## config.mk

```make
export PLATFORM = sky130hd
export DESIGN_NAME = uart_tx_serializer
export DESIGN_NICKNAME = d
export VERILOG_FILES = /design/src/rtl/uart_tx_serializer.sv
export SDC_FILE = /design/constraint.sdc
export NUM_CORES = 1
export LEC_CHECK = 0
export ABC_AREA = 1
export CAP_MARGIN = 20
export CELL_PAD_IN_SITES_DETAIL_PLACEMENT = 0
export CELL_PAD_IN_SITES_GLOBAL_PLACEMENT = 1
export CORE_MARGIN = 1
export CORE_UTILIZATION = 40
export DETAILED_ROUTE_END_ITERATION = 10
export GPL_ROUTABILITY_DRIVEN = 0
export PLACE_DENSITY = 0.92
export SYNTH_ARGS = -nofsm -noshare
export SYNTH_HDL_FRONTEND = slang
export SYNTH_SLANG_ARGS = --single-unit
export TNS_END_PERCENT = 10
```

## constraint.sdc

```tcl
create_clock -name clk -period 1.9 [get_ports clk]
set_input_delay 0.38 -clock clk [delete_from_list [all_inputs] [get_ports clk]]
set_output_delay 0.38 -clock clk [all_outputs]
set_load 0.03 [all_outputs]
```

## src/rtl/uart_tx_serializer.sv

```systemverilog
// UART transmit serializer: pops bytes over valid/ready and shifts out start/data/parity/stop.
// Define UART_TX_BREAK_EN to add the tx_break input (line break plus one mark bit on release).
module uart_tx_serializer #(
  parameter int unsigned DATA_W     = 8,
  parameter logic        IDLE_LEVEL = 1'b1
) (
  input  logic              clk,
  input  logic              reset_n,
  input  logic              cr_pbit,
  input  logic              cr_ptype,
  input  logic [1:0]        cr_sbit,
  input  logic [31:0]       cr_baud_limit,
  input  logic              cr_baud_update,
  input  logic              cr_tx_en,
`ifdef UART_TX_BREAK_EN
  input  logic              tx_break,
`endif
  input  logic [DATA_W-1:0] s_data,
  input  logic              s_valid,
  output logic              s_ready,
  output logic              tx_o,
  output logic              busy_o,
  output logic              done_o
);

  localparam int unsigned CntW = $clog2(DATA_W);

  typedef enum logic [2:0] {
    StIdle,
    StStart,
    StData,
    StParity,
    StStop
`ifdef UART_TX_BREAK_EN
    ,
    StBreak,
    StMark
`endif
  } state_e;

  state_e              state_q, state_d;
  logic [31:0]         baud_cnt_q, baud_cnt_d;
  logic [31:0]         baud_lat_q, baud_lat_d;
  logic [CntW-1:0]     bit_cnt_q, bit_cnt_d;
  logic [1:0]          stop_cnt_q, stop_cnt_d;
  logic [DATA_W-1:0]   shift_q, shift_d;
  logic                pbit_lat_q, pbit_lat_d;
  logic                par_q, par_d;
  logic [1:0]          sbit_lat_q, sbit_lat_d;
  logic                tx_q, tx_d;
  logic                done_q, done_d;

  logic                bit_end;
  logic                accept;
  logic                break_req;
  logic [1:0]          stop_max;

  // The baud limit is re-sampled on every accept, so the update strobe carries no extra information.
  logic unused_baud_update;
  assign unused_baud_update = cr_baud_update;

`ifdef UART_TX_BREAK_EN
  assign break_req = tx_break;
`else
  assign break_req = 1'b0;
`endif

  assign bit_end  = (baud_cnt_q == baud_lat_q);
  assign accept   = s_valid && s_ready;
  assign stop_max = (sbit_lat_q == 2'b00) ? 2'd0 : (sbit_lat_q == 2'b01) ? 2'd1 : 2'd2;

  // State and datapath registers.
  always_ff @(posedge clk) begin
    if (!reset_n) begin
      state_q    <= StIdle;
      baud_cnt_q <= '0;
      baud_lat_q <= '0;
      bit_cnt_q  <= '0;
      stop_cnt_q <= '0;
      shift_q    <= '0;
      pbit_lat_q <= 1'b0;
      par_q      <= 1'b0;
      sbit_lat_q <= 2'b00;
      tx_q       <= IDLE_LEVEL;
      done_q     <= 1'b0;
    end else begin
      state_q    <= state_d;
      baud_cnt_q <= baud_cnt_d;
      baud_lat_q <= baud_lat_d;
      bit_cnt_q  <= bit_cnt_d;
      stop_cnt_q <= stop_cnt_d;
      shift_q    <= shift_d;
      pbit_lat_q <= pbit_lat_d;
      par_q      <= par_d;
      sbit_lat_q <= sbit_lat_d;
      tx_q       <= tx_d;
      done_q     <= done_d;
    end
  end

  // Next-state logic.
  always_comb begin
    state_d    = state_q;
    baud_cnt_d = bit_end ? '0 : baud_cnt_q + 32'd1;
    baud_lat_d = baud_lat_q;
    bit_cnt_d  = bit_cnt_q;
    stop_cnt_d = stop_cnt_q;
    shift_d    = shift_q;
    pbit_lat_d = pbit_lat_q;
    par_d      = par_q;
    sbit_lat_d = sbit_lat_q;

    unique case (state_q)
      StIdle: begin
        baud_cnt_d = '0;
        if (accept) begin
          state_d    = StStart;
          shift_d    = s_data;
          pbit_lat_d = cr_pbit;
          par_d      = (^s_data) ^ cr_ptype;
          sbit_lat_d = cr_sbit;
          baud_lat_d = cr_baud_limit;
          bit_cnt_d  = '0;
          stop_cnt_d = '0;
        end
`ifdef UART_TX_BREAK_EN
        else if (tx_break) begin
          state_d    = StBreak;
          baud_lat_d = cr_baud_limit;
        end
`endif
      end
      StStart: begin
        if (bit_end) state_d = StData;
      end
      StData: begin
        if (bit_end) begin
          shift_d   = shift_q >> 1;
          bit_cnt_d = bit_cnt_q + CntW'(1);
          if (bit_cnt_q == CntW'(DATA_W - 1)) begin
            state_d = pbit_lat_q ? StParity : StStop;
          end
        end
      end
      StParity: begin
        if (bit_end) state_d = StStop;
      end
      StStop: begin
        if (bit_end) begin
          stop_cnt_d = stop_cnt_q + 2'd1;
          if (stop_cnt_q == stop_max) state_d = StIdle;
        end
      end
`ifdef UART_TX_BREAK_EN
      StBreak: begin
        baud_cnt_d = '0;
        if (!tx_break) state_d = StMark;
      end
      StMark: begin
        if (bit_end) state_d = StIdle;
      end
`endif
      default: state_d = StIdle;
    endcase
  end

  // Outputs; tx is computed from the next state so the pin is a plain register.
  always_comb begin
    s_ready = reset_n && (state_q == StIdle) && cr_tx_en && !break_req;
    busy_o  = state_q inside {StStart, StData, StParity, StStop};
    done_d  = (state_q == StStop) && (state_d == StIdle);
    tx_d    = IDLE_LEVEL;
    unique case (state_d)
      StIdle:   tx_d = IDLE_LEVEL;
      StStart:  tx_d = 1'b0;
      StData:   tx_d = shift_d[0];
      StParity: tx_d = par_q;
      StStop:   tx_d = IDLE_LEVEL;
`ifdef UART_TX_BREAK_EN
      StBreak:  tx_d = 1'b0;
      StMark:   tx_d = IDLE_LEVEL;
`endif
      default:  tx_d = IDLE_LEVEL;
    endcase
  end

  assign tx_o   = tx_q;
  assign done_o = done_q;

endmodule

```

== Word level (Yosys, flattened, before mapping) ==
Index checks and enable logic that the tools add are counted.
Word-level totals
  flip-flop bits (word level): 86
  word-level logic and storage cells: 67
Cells by class
  add/sub/neg operators: 3
  equality and inequality tests: 14
  mux-type cells: 21
  bitwise operators: 2
  reductions and logical operators: 15
Operators by type and width (number)
  $add 32x1->32 const B: 1
  $eq 32x32->1: 1
  $mux 3: 10
  $mux 8: 2
  $pmux 8 s2: 1
  $pmux 3 s5: 1
  $eq 3x2->1 const B: 4
  $mux 2: 4
  $reduce_xor 8->1: 1
  $eq 3x1->1 const B: 2
  $eq 3x3->1 const B: 2
  $logic_not 3->1: 2
  $ne 2x2->1 const B: 3
  $pmux 3 s2: 1
  $reduce_and 3->1: 2
  $logic_and 1x1->1: 4
  $pmux 2 s2: 1
  $reduce_bool 2->1: 2
  $reduce_bool 4->1: 1
  $add 3x1->3 const B: 1
  $pmux 1 s3: 1
  $reduce_or 3->1: 1
  $add 2x1->2 const B: 1
  $eq 2x1->1 const B: 1
  5 further kinds: 5

== Depth between registers and ports, before layout ==
Gate-level depths: netlist (run 1).
  word-level depth: 9
  depth in mapped cells: 17
  mapped depth without buffers: 16

== Least setup slack after synthesis (run 1) ==
Ideal clock, no wire load.
  kind: input -> register
  start: in reset_n
  end: reg stop_cnt_q[1]
  setup time: 0.114 ns
  data arrival time: 1.861 ns
  required time: 1.786 ns
  setup slack: -0.075 ns
  cell stages on the path: 10
  buffers on the path: 1
  cells stage by stage: buf_2 > nand2_1 > nor2_1 > nand2_1 > clkinv_1 > nor2_1 > a21oi_2 > o21ai_1 > nand3_1 > nand2_1
Between the ends
  word-level cells in the longest chain between the ends: 5
Ends and longest elaborated chain
  start: declaration: RTL line 8  | input logic reset_n,
  $logic_and 1x1->1 (2 in a row): RTL line 169  | s_ready = reset_n && (state_q == StIdle) && cr_tx_en && !break_req;
  via s_ready: RTL line 20  | output logic s_ready,
  $logic_and 1x1->1: RTL line 69  | assign accept = s_valid && s_ready;
  $ne 2x2->1 (no line)
  $reduce_and 3->1 (no line)
  end signal: assignment: RTL line 91  | stop_cnt_q <= stop_cnt_d;
  end: declaration: RTL line 45  | logic [1:0] stop_cnt_q, stop_cnt_d;
The timed path passes the listed nets, and every way through them passes these cells.
A chain may end at the register's enable or synchronous reset.

== Worst setup path after layout (run 1) ==
  start: in reset_n
  end: out s_ready
Between the ends
  word-level cells in the longest chain between the ends: 2
Ends and longest elaborated chain (RTL line)
  $logic_and 1x1->1 (2 in a row): 169
  end: declaration: 20
Every way passes these cells.

==> flow_summary.yaml, run 1 <==
clock_network:
  cts_hold_buffers: 0
  cts.path.max_buffers: 2
  cts.sink_count: 86
  clock_tree.htree_level_count: 3
  clkSlewWorstSetupHoldPaths_ns: 0.06
  clock_tree.root_cell: "clkbuf_16"
  clock_tree_from_tritoncts: "yes"
  clkLatencyLatePin_ns: 0.34
  cts_inserted_buffers: 9
worst_setup_path:
  path_max_fanout: 3
  critical_path_launch_point_type: "input pin"
  crit_path_max_incr_delay_ns: 0.55
  reg2reg_depth: 13
  r2r_start: "baud_cnt_q[18]"
  cp_data_required_time_ns: 1.52
  first_element_of_the_critical_path: "reset_n"
  critical_path.reg2reg.endpoint: "baud_cnt_q[27]"
  cp-end-kind: "output port"
  critPathKind: "in2out"
  crit_path_frequent_cell: "buf_4"
  critPathSlowestCell: "clkdlybuf4s50_1"
  timing.critical_path.arrival_ns: 1.42
  regToRegSetupSlack_ns: 0.13
  critical_path.cell_chain: "clkdlybuf4s50_1 -> nand2_1 -> nor2_2 -> buf_4 -> buf_4"
power_and_ir_drop:
  power.share.combinational: 0.140
  p_leak_nw: 2.43
  internal_power_w: 0.00307
  irDropWorstVdd_v: 0.000513
  power.clock.fraction: 0.400
  pwr-share-seq: 0.460
  netSwitchingFraction: 0.253
  power.switching_w: 0.00104
  power_density_nw_per_um2: 688
floorplanning:
  num_io_pins: 53
  coreArea_um2: 11500
  placementRows: 39
  die-width_um: 111
  chipHeight_um: 111
  area_of_the_die_um2: 12200
  floorplan.initialDensity: 0.411
placed_design:
  portBuffers: 51
  pre_cts_slack_ns: -0.140
  post_dp_hpwl_um: 8920
synth:
  post_synth_mux_area_share: 0
  synth_top_family_by_area: "simple AND/OR/NAND/NOR gates"
  synthesis.area_um2: 4720
  ys_types: 41
  synth_nets: 771
  postSynthRegisterBits: 86
  synth_area_in_compound_gates: 0.129
  synth_warnings: 0
  netlist_instances: 719
  synth-simple-area-share: 0.362
  yosys.area_share.adder: 0.00796
  parity_gate_share_of_the_synthesized_area_counting_xor_and_xnor_cells: 0.0316
  synth.avg_cell_area_um2: 6.56
  synth.yosys.seq_area_share: 0.365
hold_path:
  min_delay_path_depth: 1
  hold_path_startpoint: "baud_cnt_q[0]"
  timing.hold.worst.class: "reg2reg"
  worstHoldEndpoint: "baud_cnt_q[0]"
timing:
  setup_tns_after_final_layout_ns: 0
  hold-worst-slack_ns: 0.445
  timing.slew.headroom: 0.666
  achievable-frequency_mhz: 555
  fin_crit_ns: 1.80
  clock_skew_ns: 0.00699
  final_setup_violation_count: 0
  finalHoldViolCount: 0
  setup_slack_ns: 0.0985
  count_of_final_max_slew_check_failures: 0
  unrepaired_setup_endpoints_after_global_routing: "yes"
  worst_slew_pin_slew_ns: 0.497
  timing.final.crit_share: 0.948
detailed_routing:
  route.final.wire_length_um: 11700
  route.detailed.drc: 0
  drt_iter0_markers: 201
  drt-pass1-iter-count: 5
  antenna_left: 0
  routed-via-count: 4618
  routedWlPerCell_um: 12.5
  post_drt_via_cell_ratio: 4.90
job:
  maxCapViolations: 0
cells_and_area:
  drive_above_1_share: 0.158
  layout_common_cells: "nand2_1 (193), inv_1 (96), nor2_1 (78)"
  post-route-util: 0.521
  nFillCells: 1139
  finish.net_count: 847
  syn_to_final_growth_pct: 26.7
  antenna_cells: 0
  final_common_cell: "nand2_1"
global_routing:
  globalRouteOverflowTotal: 0
  grt_first_pass_wirelength_um: 20400
  via_count_of_the_first_global_routing_pass: 4513
  initial_antenna_violation_count: 0
  pin_count_of_the_biggest_net_entering_global_routing: 41
  groute.usage.overall: 0.203
outcome:
  run_status: "finished clean"
-- what timing repair did --
action | CTS | global route
resized for setup | 2 | 42
buffers inserted | 1 | 3
pin swaps | 1 | 8
setup endpoints to repair | 4 | 50
-- metal layers --
layer / routed length (µm) / vias up / track usage
met5: 0 / - / 0
met4: 205 / 0 / 0.0684
met3: 597 / 15 / 0.0532
met2: 5620 / 109 / 0.347
met1: 5310 / 2069 / 0.246
li1: - / 2425 / -
-- cell usage after synthesis (all sizes together) --
cell | number | area share
clkbuf | 8 | 0.0064
a22oi | 4 | 0.0064
xor2 | 9 | 0.017
xnor2 | 8 | 0.015
clkinv | 1 | 0.00079
nand3 | 22 | 0.028
buf | 9 | 0.011
o21ai | 51 | 0.055
ha | 3 | 0.0080
nor4 | 4 | 0.0053
a31oi | 3 | 0.0040
inv | 108 | 0.086
dfxtp | 86 | 0.36
o211a | 1 | 0.0021
a211oi | 1 | 0.0016
nand4 | 13 | 0.019
nor3 | 24 | 0.034
nand2 | 202 | 0.17
nor2 | 96 | 0.092
or2 | 2 | 0.0027
and2 | 2 | 0.0027
a21oi | 56 | 0.060
nor3b | 6 | 0.013
-- layout make-up --
type                       count  area (µm²)  share of cell area
clock buffer                  14         264              0.0442
tap                          143         179              0.0299
clock inverter                 1        5.00            0.000838
multi-input combinational    507        2570               0.430
inverter                     109         409              0.0685
timing repair buffer          82         788               0.132
sequential                    86        1760               0.295
-- flip-flops by register name, indices dropped and copies added, names as in the netlist --
signal and cells:
state_q 3, shift_q 8, done_o 1, stop_cnt_q 2, baud_cnt_q 32, pbit_lat_q 1
sbit_lat_q 2, baud_lat_q 32, par_q 1, bit_cnt_q 3, tx_o 1
-- power by group through the flow --
stage / Sequential [W] / Clock (W) / Combinational, W
global placement: 0.00193 / 0 / 0.000544
detailed placement: 0.00194 / 0 / 0.000557
CTS: 0.00190 / 0.00168 / 0.000564
global route: 0.00190 / 0.00176 / 0.000645
finish: 0.00189 / 0.00165 / 0.000576
floorplan: 0.00193 / 0 / 0.000338
-- worst max-delay path, delay by kind of cell --
kind | cells | cell delay, ns
buffers and inverters | 3 | 0.81
AND/OR/NAND/NOR | 2 | 0.23
-- through the flow --
stage | instance area, µm² | instances | power [W]
global placement | 5580 | 923 | 0.00248
finish | 5980 | 942 | 0.00411
floorplan | 4720 | 719 | 0.00227
detailed placement | 5580 | 923 | 0.00249
global route | 5980 | 942 | 0.00430
CTS | 5860 | 939 | 0.00414
-- worst max-delay path by stage --
stage          cells after the start             to  slack, ns
5_1_grt                           12     shift_q[2]      -0.04
3_3_place_gp                       8     shift_q[6]      -0.09
3_5_place_dp                       8     shift_q[6]      -0.14
6_report                           5        s_ready        0.1
4_1_cts                           12   bit_cnt_q[2]      0.005
2_1_floorplan                     10  stop_cnt_q[1]       0.12
-- kinds of logic after synthesis --
family / Yosys count
buffers and inverters: 126
adder cells (fa/ha/maj): 3
AO/OA/AOI/OAI: 116
AND/OR/NAND/NOR: 371
XOR/XNOR: 17
flip-flops: 86
Note: power is estimated with default switching activity, not from simulation.
==> run 2: changes to the inputs <==
Settings changed: CTS_CLUSTER_DIAMETER from default to 30.
==> results of run 2 <==
Final layout, timing and power as in run 1 (identical DEF).
